File: src/rtl/led_scan_ram.sv
// led_scan_ram: DATA_W x 2**ADDR_W register-file RAM with a registered read port and an LED scan sequencer.
// Optional macro LED_SCAN_RAM_WRITE_THROUGH_EN selects write-through on read-during-write (default is read-first).
module led_scan_ram #(
  parameter int DATA_W   = 4,
  parameter int ADDR_W   = 2,
  parameter int SCAN_DIV = 12000000
) (
  input  logic              clk,
  input  logic              rst_n,
  input  logic [ADDR_W-1:0] addr,
  input  logic [DATA_W-1:0] d,
  input  logic              we,
  input  logic              scan_en,
  output logic [DATA_W-1:0] q_led,
  output logic [ADDR_W-1:0] addr_led,
  output logic              scan_wrap,
  output logic              clk_led,
  output logic [DATA_W-1:0] d_led
);

  localparam int unsigned        DEPTH    = 2**ADDR_W;
  localparam int                 CNT_W    = $clog2(SCAN_DIV + 1);
  localparam logic [CNT_W-1:0]   DIV_LAST = CNT_W'(SCAN_DIV - 1);
  localparam logic [ADDR_W-1:0]  PTR_LAST = ADDR_W'(DEPTH - 1);

  typedef enum logic {MANUAL, SCAN} state_e;

  state_e            state_q;
  logic [DATA_W-1:0] mem_q [DEPTH];
  logic [ADDR_W-1:0] scan_ptr_q;
  logic [CNT_W-1:0]  div_cnt_q;
  logic [DATA_W-1:0] q_led_q;
  logic [ADDR_W-1:0] addr_led_q;
  logic              scan_wrap_q;

  logic [ADDR_W-1:0] rd_addr_d;
  logic [DATA_W-1:0] rd_data_d;

  always_comb begin
    rd_addr_d = (state_q == SCAN) ? scan_ptr_q : addr;
`ifdef LED_SCAN_RAM_WRITE_THROUGH_EN
    rd_data_d = (we && (addr == rd_addr_d)) ? d : mem_q[rd_addr_d];
`else
    rd_data_d = mem_q[rd_addr_d];
`endif
  end

  always_ff @(posedge clk or negedge rst_n) begin
    if (!rst_n) begin
      for (int unsigned i = 0; i < DEPTH; i++) begin
        mem_q[i] <= '0;
      end
      state_q     <= MANUAL;
      scan_ptr_q  <= '0;
      div_cnt_q   <= '0;
      q_led_q     <= '0;
      addr_led_q  <= '0;
      scan_wrap_q <= 1'b0;
    end else begin
      if (we) begin
        mem_q[addr] <= d;
      end
      q_led_q     <= rd_data_d;
      addr_led_q  <= rd_addr_d;
      scan_wrap_q <= 1'b0;
      case (state_q)
        MANUAL: begin
          if (scan_en) begin
            state_q    <= SCAN;
            scan_ptr_q <= '0;
            div_cnt_q  <= '0;
          end
        end
        SCAN: begin
          // Leaving scan takes priority over a step due on the same edge.
          if (!scan_en) begin
            state_q    <= MANUAL;
            scan_ptr_q <= '0;
            div_cnt_q  <= '0;
          end else if (div_cnt_q == DIV_LAST) begin
            div_cnt_q   <= '0;
            scan_ptr_q  <= scan_ptr_q + 1'b1;
            scan_wrap_q <= (scan_ptr_q == PTR_LAST);
          end else begin
            div_cnt_q <= div_cnt_q + 1'b1;
          end
        end
        default: state_q <= MANUAL;
      endcase
    end
  end

  assign q_led     = q_led_q;
  assign addr_led  = addr_led_q;
  assign scan_wrap = scan_wrap_q;
  assign clk_led   = clk;
  assign d_led     = d;

endmodule

File: config.mk
export PLATFORM = sky130hd
export DESIGN_NAME = led_scan_ram
export DESIGN_NICKNAME = d
export VERILOG_FILES = /design/src/rtl/led_scan_ram.sv
export SDC_FILE = /design/constraint.sdc
export NUM_CORES = 1
export LEC_CHECK = 0
export BUFFER_PORTS_ARGS = -buffer_cell sky130_fd_sc_hd__buf_2
export CELL_PAD_IN_SITES_DETAIL_PLACEMENT = 0
export CELL_PAD_IN_SITES_GLOBAL_PLACEMENT = 1
export CORE_UTILIZATION = 40
export CTS_CLUSTER_SIZE = 25
export DETAILED_ROUTE_END_ITERATION = 16
export PLACE_DENSITY = 0.75
export SLEW_MARGIN = 10
export SYNTH_ARGS = -nofsm -noshare
export SYNTH_HDL_FRONTEND = slang
export SYNTH_SLANG_ARGS = --single-unit
File: constraint.sdc
create_clock -name clk -period 1.8 [get_ports clk]
set_input_delay 0.27 -clock clk [delete_from_list [all_inputs] [get_ports clk]]
set_output_delay 0.27 -clock clk [all_outputs]
set_load 0.005 [all_outputs]
==> flow_summary.json, run 1 <==
{
  "syn_avg_cell_area_um2": 10.44,
  "grt_usage_pct": 19.46,
  "grt_max_degree": 33,
  "rsz0062_at_grt": "yes",
  "slew_viol_final": 0,
  "grtUsageMet2_pct": 28.67,
  "outcome": "finished, violations left",
  "port_buffers": 21,
  "place_ws_ns": -0.1266,
  "yosys.area.top_type": "dfrtp_1",
  "cap_violations": 0,
  "busiest_layer": "met2",
  "min_path_type": "in -> reg",
  "period_share_pct": 105.7,
  "crit_type": "reg -> reg",
  "via_per_inst": 5.443,
  "ant_nets": 0,
  "initial_core_util_pct": 42.11,
  "rr_worst_depth": 5,
  "ys_async_sr_fraction_pct": 100.0,
  "grt-ovfl-total": 0,
  "fin_tns_setup_ns": -1.049,
  "antenna_found_initial": 0,
  "core_area_um2": 6026,
  "grt_first_pass_wirelength_um": 9563,
  "hold_slack_ns": 0.1427,
  "hpwl_um": 3970,
  "post-route-min-period_ns": 1.903,
  "layout-drive-gt1-share_pct": 34.87,
  "syn_inst": 243,
  "drc": 0,
  "yosysTopAreaCellShare_pct": 49.31,
  "placedCellCount": 366,
  "synth_edf_count": 0,
  "wl_per_cell_um": 14.81,
  "hold_viol": 0,
  "crit_path_max_fanout": 9,
  "required_ns": 2.10,
  "gp_congestion": 0.8026,
  "violations": "setup timing",
  "cts_tree": "yes",
  "clk_pin_slew_ns": 0.09,
  "nets": 316,
  "grt_use_met1_pct": 27.63,
  "wl_um": 5614,
  "end_kind": "flop",
  "clock.fmax_ghz": 0.5255,
  "rows": 28,
  "worst_slack_ns": -0.1029,
  "max_slew_margin_pct": 69.21,
  "yosys-top-cells-area": "dfrtp_1 (49%), mux2_2 (7.1%), nand2_1 (3.3%), nand3_1 (3.2%), a21oi_1 (3.0%)",
  "critPathCapture": "div_cnt_q[17]",
  "ys_seq_area_share_pct": 49.31,
  "p_leak_nw": 1.448,
  "fin_skew_ns": 0.006068,
  "yosysUniqueCellTypes": 46,
  "p_per_area_nw_per_um2": 799.5,
  "path_cells": "or4b_4 -> nor4_4 -> a21oi_4 -> buf_4 -> a221o_1",
  "ff_latch_area_um2": 1251,
  "vias": 2063,
  "synth-seq-cells": 50,
  "syn-num-nets": 255,
  "fp.dieH_um": 81.65,
  "fillers": 564,
  "ys_top_cells_by_count": "dfrtp_1 (50), nand2_1 (22), mux2_2 (16), nand3_1 (16), a21oi_1 (15)",
  "tightest_slew_ns": 0.4619,
  "max_stage_delay_ns": 0.56,
  "critPathLaunch": "div_cnt_q[15]",
  "r2r-end": "div_cnt_q[17]",
  "ir_worst_vdd_mv": 0.7740,
  "ys_warn_count": 0,
  "die-width_um": 81.65,
  "die-area_um2": 6666,
  "cp_data_arrival_time_ns": 2.20,
  "r2r_slack_ns": -0.10,
  "final_core_util_pct": 53.30,
  "synth_ff_type": "dfrtp_1",
  "grt_pass1_vias": 1985,
  "multi_input_area_um2": 1235,
  "rr_startpoint": "div_cnt_q[15]",
  "drt_first_pass_iters": 4,
  "io_pins": 22,
  "worstSkewPairLatency_ns": 0.41,
  "drtIter0Drc": 132,
  "antennaDiodeCount": 0,
  "slowest_stage": "or4b_4",
  "fin_cells": 379,
  "synth.cell_area_um2": 2537,
  "worstSetupStartpointType": "flop",
  "synth.most_common_cell": "dfrtp_1",
  "setup_violations": 20,
  "use_met3_pct": 4.000,
  "syn2layout_area_growth_pct": 26.58,
  "min_path_cells": 2
}
-- cell type report --
cell class	count	area share [%]
Sequential cell	50	38.96
Multi-Input combinational cell	174	38.45
Timing Repair Buffer	64	14.30
Clock buffer	9	3.584
Tap cell	75	2.922
Clock inverter	2	1.208
Inverter	5	0.5843
-- worst min path at each step --
| stage | start | endpoint |
|---|---|---|
| after global placement | rst_n | mem_q[9] |
| after CTS | scan_en | state_q |
| after floorplan | rst_n | addr_led[0] |
| final | d[0] | mem_q[0] |
| after detailed placement | rst_n | mem_q[9] |
| after global routing | d[0] | mem_q[12] |
-- cells by family (layout without fill, tap and decap cells) --
logic type / count (synthesis) / count (layout) / share of synthesized area [%]
AO/OA/AOI/OAI: 57 / 57 / 14.79
buffers and inverters: 19 / 80 / 3.994
multiplexers: 23 / 23 / 9.862
flip-flops: 50 / 50 / 49.31
XOR/XNOR: 2 / 2 / 0.6905
AND/OR/NAND/NOR: 90 / 90 / 20.36
adder cells (fa/ha/maj): 2 / 2 / 0.9860
-- metrics by stage --
step / area [um2] / power, mW
after global routing: 3212 / 2.698
after floorplan: 2550 / 1.496
after detailed placement: 2987 / 1.617
final: 3212 / 2.568
after global placement: 2987 / 1.609
after CTS: 3169 / 2.597
-- registers in the layout, summed over array words and instances (netlist names) --
signal,cells
div_cnt_q,24
scan_ptr_q,2
scan_wrap,1
q_led,4
mem_q,16
state_q,1
addr_led,2
-- critical path: cells and delay by family, from the launching register on --
kind | cells | cell delay, ns
buffers and inverters | 1 | 0.18
AOI/OAI and AO/OA | 2 | 0.44
DFF | 1 | 0.39
and+or+nand+nor | 2 | 0.78
-- cell usage in the layout, fill, tap and decap left out, types with 5 or more instances in the layout --
cell / instances
a21oi_1: 13
a31oi_1: 11
and3_1: 6
buf_2: 21
buf_4: 38
clkbuf_8: 8
dfrtp_1: 50
inv_1: 5
mux2_2: 16
mux2i_1: 7
nand2_1: 22
nand3_1: 15
nand4_1: 5
nor2_1: 13
-- power by group --
| group | internal (mW) | switching, mW | total (mW) |
|---|---|---|---|
| combinational | 0.165 | 0.150 | 0.315 |
| clock | 0.565 | 0.423 | 0.989 |
| sequential | 1.22 | 0.0417 | 1.26 |
| total | 1.95 | 0.615 | 2.57 |
-- routing by layer --
metal / part of all wire (%) / vias up
met2: 44 / 28
met3: 3.0 / 8
li1: - / 1024
met5: 0 / -
met1: 52 / 1003
met4: 1.3 / 0
-- repair_timing --
item                                    4_1_cts  5_1_grt
pin swaps                                     1        2
gates resized for setup                       6        8
hold buffers                                  1        1
endpoints found under the setup margin       24       24
hold endpoints to repair                     18        1
buffers inserted                              1        0
gates cloned                                  0        0
Note: power is estimated with default switching activity, not from simulation.
==> run 2: changes to the inputs <==
Settings changed: CORE_MARGIN set to 10.
==> run 2 against run 1 <==
  * The flow still finishes with violations (setup timing)
  * Total power is 1.9% lower
  * Count of clock-buffer cells in the layout is 1 higher
  * Combinational power is 3% higher
  * First-iteration DRC count is 17% higher
  * Critical path depth is 1 higher
  * Register-to-register slack hardly changed
  * Clock power is 7.0% lower
  * Clock skew hardly changed
  * Hold slack worse by 0.13 ns
  * Critical endpoint is now div_cnt_q[21]
  * Highest routed layer unchanged
==> flow_summary.json, run 2 (synthesis gave the netlist of run 1 again) <==
{
  "outcome": "finished, violations left",
  "violations": "setup timing",
  "rows": 28,
  "grt_usage_pct": 13.06,
  "layout-drive-gt1-share_pct": 40.13,
  "wl_per_cell_um": 16.74,
  "crit_type": "reg -> reg",
  "fin_skew_ns": 0.006434,
  "end_kind": "flop",
  "core_area_um2": 6026,
  "min_path_type": "in -> reg",
  "initial_core_util_pct": 42.11,
  "grt-ovfl-total": 0,
  "antennaDiodeCount": 0,
  "post-route-min-period_ns": 1.917,
  "total_power_mw": 2.518,
  "required_ns": 2.11,
  "r2r_slack_ns": -0.12,
  "cp_data_arrival_time_ns": 2.22,
  "clk_pin_slew_ns": 0.10,
  "drt_first_pass_iters": 4,
  "clock.fmax_ghz": 0.5217,
  "p_per_area_nw_per_um2": 761.7,
  "period_share_pct": 106.5,
  "fillers": 563,
  "cap_violations": 0,
  "drc": 0,
  "final_common_cell": "dfrtp_1",
  "regMostFlops": "div_cnt_q",
  "hold_slack_ns": 0.01357,
  "tightest_slew_ns": 0.4495,
  "ir_worst_vdd_mv": 0.5480,
  "setup_violations": 19,
  "cts_tree": "yes",
  "hpwl_um": 4426,
  "max_slew_margin_pct": 69.81,
  "wl_um": 6429,
  "die-area_um2": 9929,
  "port_buffers": 21,
  "die-width_um": 99.65,
  "syn2layout_area_growth_pct": 30.28,
  "crit_path_max_fanout": 5,
  "place_ws_ns": -0.1139,
  "antenna_found_initial": 0,
  "fp.dieH_um": 99.65,
  "worstSkewPairLatency_ns": 0.42,
  "final_cell_mix": "dfrtp_1 (50), buf_4 (42), nand2_1 (22)",
  "grt_first_pass_wirelength_um": 10590,
  "grt_max_degree": 25,
  "rsz0062_at_grt": "yes",
  "ant_nets": 0,
  "nets": 320,
  "slew_viol_final": 0,
  "gp_congestion": 0.8077,
  "via_per_inst": 5.594,
  "largest_reg_flops": 24,
  "worst_slack_ns": -0.1167,
  "vias": 2148,
  "io_pins": 22,
  "hold_viol": 0,
  "drtIter0Drc": 154,
  "p_leak_nw": 1.460,
  "worstSetupStartpointType": "flop",
  "grt_pass1_vias": 2109
}
[run 2: cell count changes in the layout (fill, tap and decap cells not counted), sizes merged]
cell,before,now
buf,63,67
clkbuf,8,9
a21oi,16,17
clkinv,1,2
bufinv,1,0
dlygate4sd3,2,1
[run 2: layout make-up]
cell class	count	area (um2)	area share [%]
multi-input cells	175	1325	40.08
inverters	5	18.77	0.5678
well taps	75	93.84	2.839
clock buffers	10	128.9	3.899
flip-flops and latches	50	1251	37.85
repair buffers	67	470.5	14.23
clock inverters	2	17.52	0.5299
[run 2: metrics by stage]
step,setup TNS [ns],std cells,instance area (um2),utilization (%)
6_report,-0.8974,384,3306,54.86
5_1_grt,-1.856,384,3306,54.86
4_1_cts,-1.122,379,3158,52.41
3_5_place_dp,-1.028,366,2974,49.36
3_3_place_gp,-0.4157,366,2974,49.36
2_1_floorplan,-0.7308,243,2550,-
[run 2: timing repair]
action,CTS,global route
hold endpoints to repair,12,0
cloned,0,2
pin swaps,0,1
setup buffers,1,3
hold buffers,1,0
gates resized for setup,5,26
endpoints found under the setup margin,23,24
[run 2: power breakdown]
| part | internal, mW | total [mW] | switching [mW] | leakage [nW] |
|---|---|---|---|---|
| sequential | 1.22 | 1.27 | 0.0501 | 0.649 |
| combinational | 0.166 | 0.325 | 0.159 | 0.734 |
| clock | 0.474 | 0.920 | 0.446 | 0.0769 |
[run 2: worst max-delay path, stage by stage, from the launching register on]
cell     delay, ns
dfrtp_1       0.40
or4b_4        0.55
nor4_4        0.13
buf_4         0.18
a21oi_4       0.08
and3_1        0.20
a221o_1       0.27
[run 2: worst paths after layout]
path,cells after the start,from,end
setup / recovery,6,div_cnt_q[15],div_cnt_q[21]
hold / removal,1,scan_en,state_q
setup reg to reg,6,div_cnt_q[15],div_cnt_q[21]
hold reg to reg,1,div_cnt_q[16],div_cnt_q[16]
max in group asynchronous,3,rst_n,div_cnt_q[8]
min in group asynchronous,2,rst_n,mem_q[0]
[run 2: per-layer routing]
metal / global-route usage (%) / share of wire, % / vias to the layer above
met5: 0 / 0 / -
met4: 5.402 / 1.3 / 0
li1: - / - / 1034
met2: 19.49 / 46 / 54
met3: 3.183 / 4.9 / 8
met1: 17.54 / 48 / 1052
==> run 3: changes to the inputs <==
Settings changed: CELL_PAD_IN_SITES_DETAIL_PLACEMENT 0 to not set, CELL_PAD_IN_SITES_GLOBAL_PLACEMENT 1 to not set, PLACE_DENSITY 0.75 to 0.62.
==> run 3 against run 2 <==
  * The flow still finishes with violations (setup timing)
  * Final area decreased by 4.7%
  * Fmax increased by 0.92%
  * Worst setup slack improved by 0.017 ns
  * Clock skew increased by 0.0025 ns
  * Count of clock-buffer cells in the layout decreased by 1
  * Sequential power about the same
  * Total power increased by 2.5%
  * Hold slack improved by 0.012 ns
  * Critical endpoint is now div_cnt_q[17]
  * Largest cell class is now sequential cells
==> flow_summary.json, run 3 (synthesis gave the netlist of run 1 again) <==
{
  "port_buffers": 21,
  "grt_first_pass_wirelength_um": 9901,
  "wl_per_cell_um": 15.30,
  "clock.fmax_ghz": 0.5265,
  "ant_nets": 0,
  "period_share_pct": 105.5,
  "fp.dieH_um": 99.65,
  "worstSetupStartpointType": "flop",
  "fin_skew_ns": 0.008964,
  "violations": "setup timing",
  "path_cells": "or4b_4 -> nor4_4 -> a21oi_4 -> buf_4 -> a221o_1",
  "largest_reg_flops": 24,
  "rsz0062_at_grt": "yes",
  "drtIter0Drc": 86,
  "regMostFlops": "div_cnt_q",
  "placedCellCount": 359,
  "p_per_area_nw_per_um2": 819.0,
  "grt_pass1_vias": 2062,
  "critPathCapture": "div_cnt_q[17]",
  "final_cell_mix": "dfrtp_1 (50), buf_4 (32), nand2_1 (22)",
  "cp.depth": 5,
  "layout-drive-gt1-share_pct": 33.00,
  "antenna_found_initial": 0,
  "gp_congestion": 0.8184,
  "crit_path_max_fanout": 9,
  "slowest_stage": "or4b_4",
  "wl_um": 5693,
  "drc": 0,
  "die-area_um2": 9929,
  "min_path_type": "in -> reg",
  "cts_tree": "yes",
  "grt-ovfl-total": 0,
  "fin_cells": 372,
  "critPathLaunch": "div_cnt_q[15]",
  "clk_pin_slew_ns": 0.10,
  "setup_violations": 20,
  "max_stage_delay_ns": 0.55,
  "slew_viol_final": 0,
  "vias": 2043,
  "cap_violations": 0,
  "ir_worst_vdd_mv": 0.5241,
  "hpwl_um": 4071,
  "r2r_slack_ns": -0.1,
  "post-route-min-period_ns": 1.899,
  "nets": 308,
  "final_common_cell": "dfrtp_1",
  "max_slew_margin_pct": 76.93,
  "antennaDiodeCount": 0,
  "p_leak_nw": 1.413,
  "r2r-end": "div_cnt_q[17]",
  "syn2layout_area_growth_pct": 24.21,
  "via_per_inst": 5.492,
  "die-width_um": 99.65,
  "required_ns": 2.10,
  "crit_type": "reg -> reg",
  "initial_core_util_pct": 42.11,
  "rows": 28,
  "tightest_slew_ns": 0.3453,
  "outcome": "finished, violations left",
  "io_pins": 22,
  "worstSkewPairLatency_ns": 0.41,
  "grt_usage_pct": 12.00,
  "end_kind": "flop",
  "cp_top_family": "simple AND/OR/NAND/NOR gates",
  "hold_viol": 0,
  "grt_max_degree": 51,
  "cp_data_arrival_time_ns": 2.20,
  "worst-path-buf-inv": 1,
  "rr_startpoint": "div_cnt_q[15]",
  "rr_worst_depth": 5,
  "place_ws_ns": -0.1047,
  "fillers": 570,
  "core_area_um2": 6026,
  "drt_first_pass_iters": 4,
  "worst_slack_ns": -0.09931
}
==> run 3: timing repair <==
action,4_1_cts,5_1_grt
cloned,0,0
hold buffers,1,0
setup buffers,1,0
endpoints found under the setup margin,22,24
endpoints found under the hold margin,50,0
gates resized for setup,9,4
pin swaps,1,0
==> run 3: routing by layer <==
| metal | vias up | track usage (%) | part of all wire [%] |
|---|---|---|---|
| met5 | - | 0 | 0 |
| met4 | 0 | 4.190 | 0.97 |
| met3 | 5 | 2.976 | 4.6 |
| met2 | 41 | 18.64 | 46 |
| met1 | 988 | 15.79 | 48 |
| li1 | 1009 | - | - |
==> run 3: worst min-delay path by stage <==
| stage | end | depth (start not counted) | from | slack, ns |
|---|---|---|---|---|
| finish | state_q | 1 | scan_en | 0.03 |
| global route | state_q | 1 | scan_en | 0.008 |
| CTS | state_q | 1 | scan_en | 0.006 |
| detailed placement | mem_q[8] | 2 | rst_n | 0.28 |
| global placement | mem_q[8] | 2 | rst_n | 0.28 |
| floorplan | addr_led[0] | 0 | rst_n | -0.03 |
==> run 3: where the power goes <==
group / total, mW / switching, mW / internal [mW]
sequential: 1.28 / 0.0530 / 1.22
clock: 1.01 / 0.434 / 0.580
combinational: 0.291 / 0.140 / 0.151
==> run 3: metrics by stage <==
step	utilization, %	setup TNS (ns)	hold WS, ns	area (um2)	power [mW]
after global routing	52.30	-2.292	0.007720	3152	2.724
after CTS	51.99	-0.9141	0.005720	3133	2.618
final	52.30	-0.8362	0.02563	3152	2.581
after floorplan	-	-0.7308	-0.02559	2550	1.496
after global placement	48.69	-0.3834	0.2790	2934	1.599
after detailed placement	48.69	-0.8668	0.2839	2934	1.611
==> run 3: layout make-up <==
| class | count | area (um2) | share of cell area (%) |
|---|---|---|---|
| Inverter | 5 | 18.77 | 0.5955 |
| Sequential cell | 50 | 1251 | 39.70 |
| Tap cell | 75 | 93.84 | 2.977 |
| Clock inverter | 3 | 47.55 | 1.509 |
| Timing Repair Buffer | 56 | 392.9 | 12.47 |
| Clock buffer | 9 | 115.1 | 3.652 |
| Multi-Input combinational cell | 174 | 1232 | 39.10 |
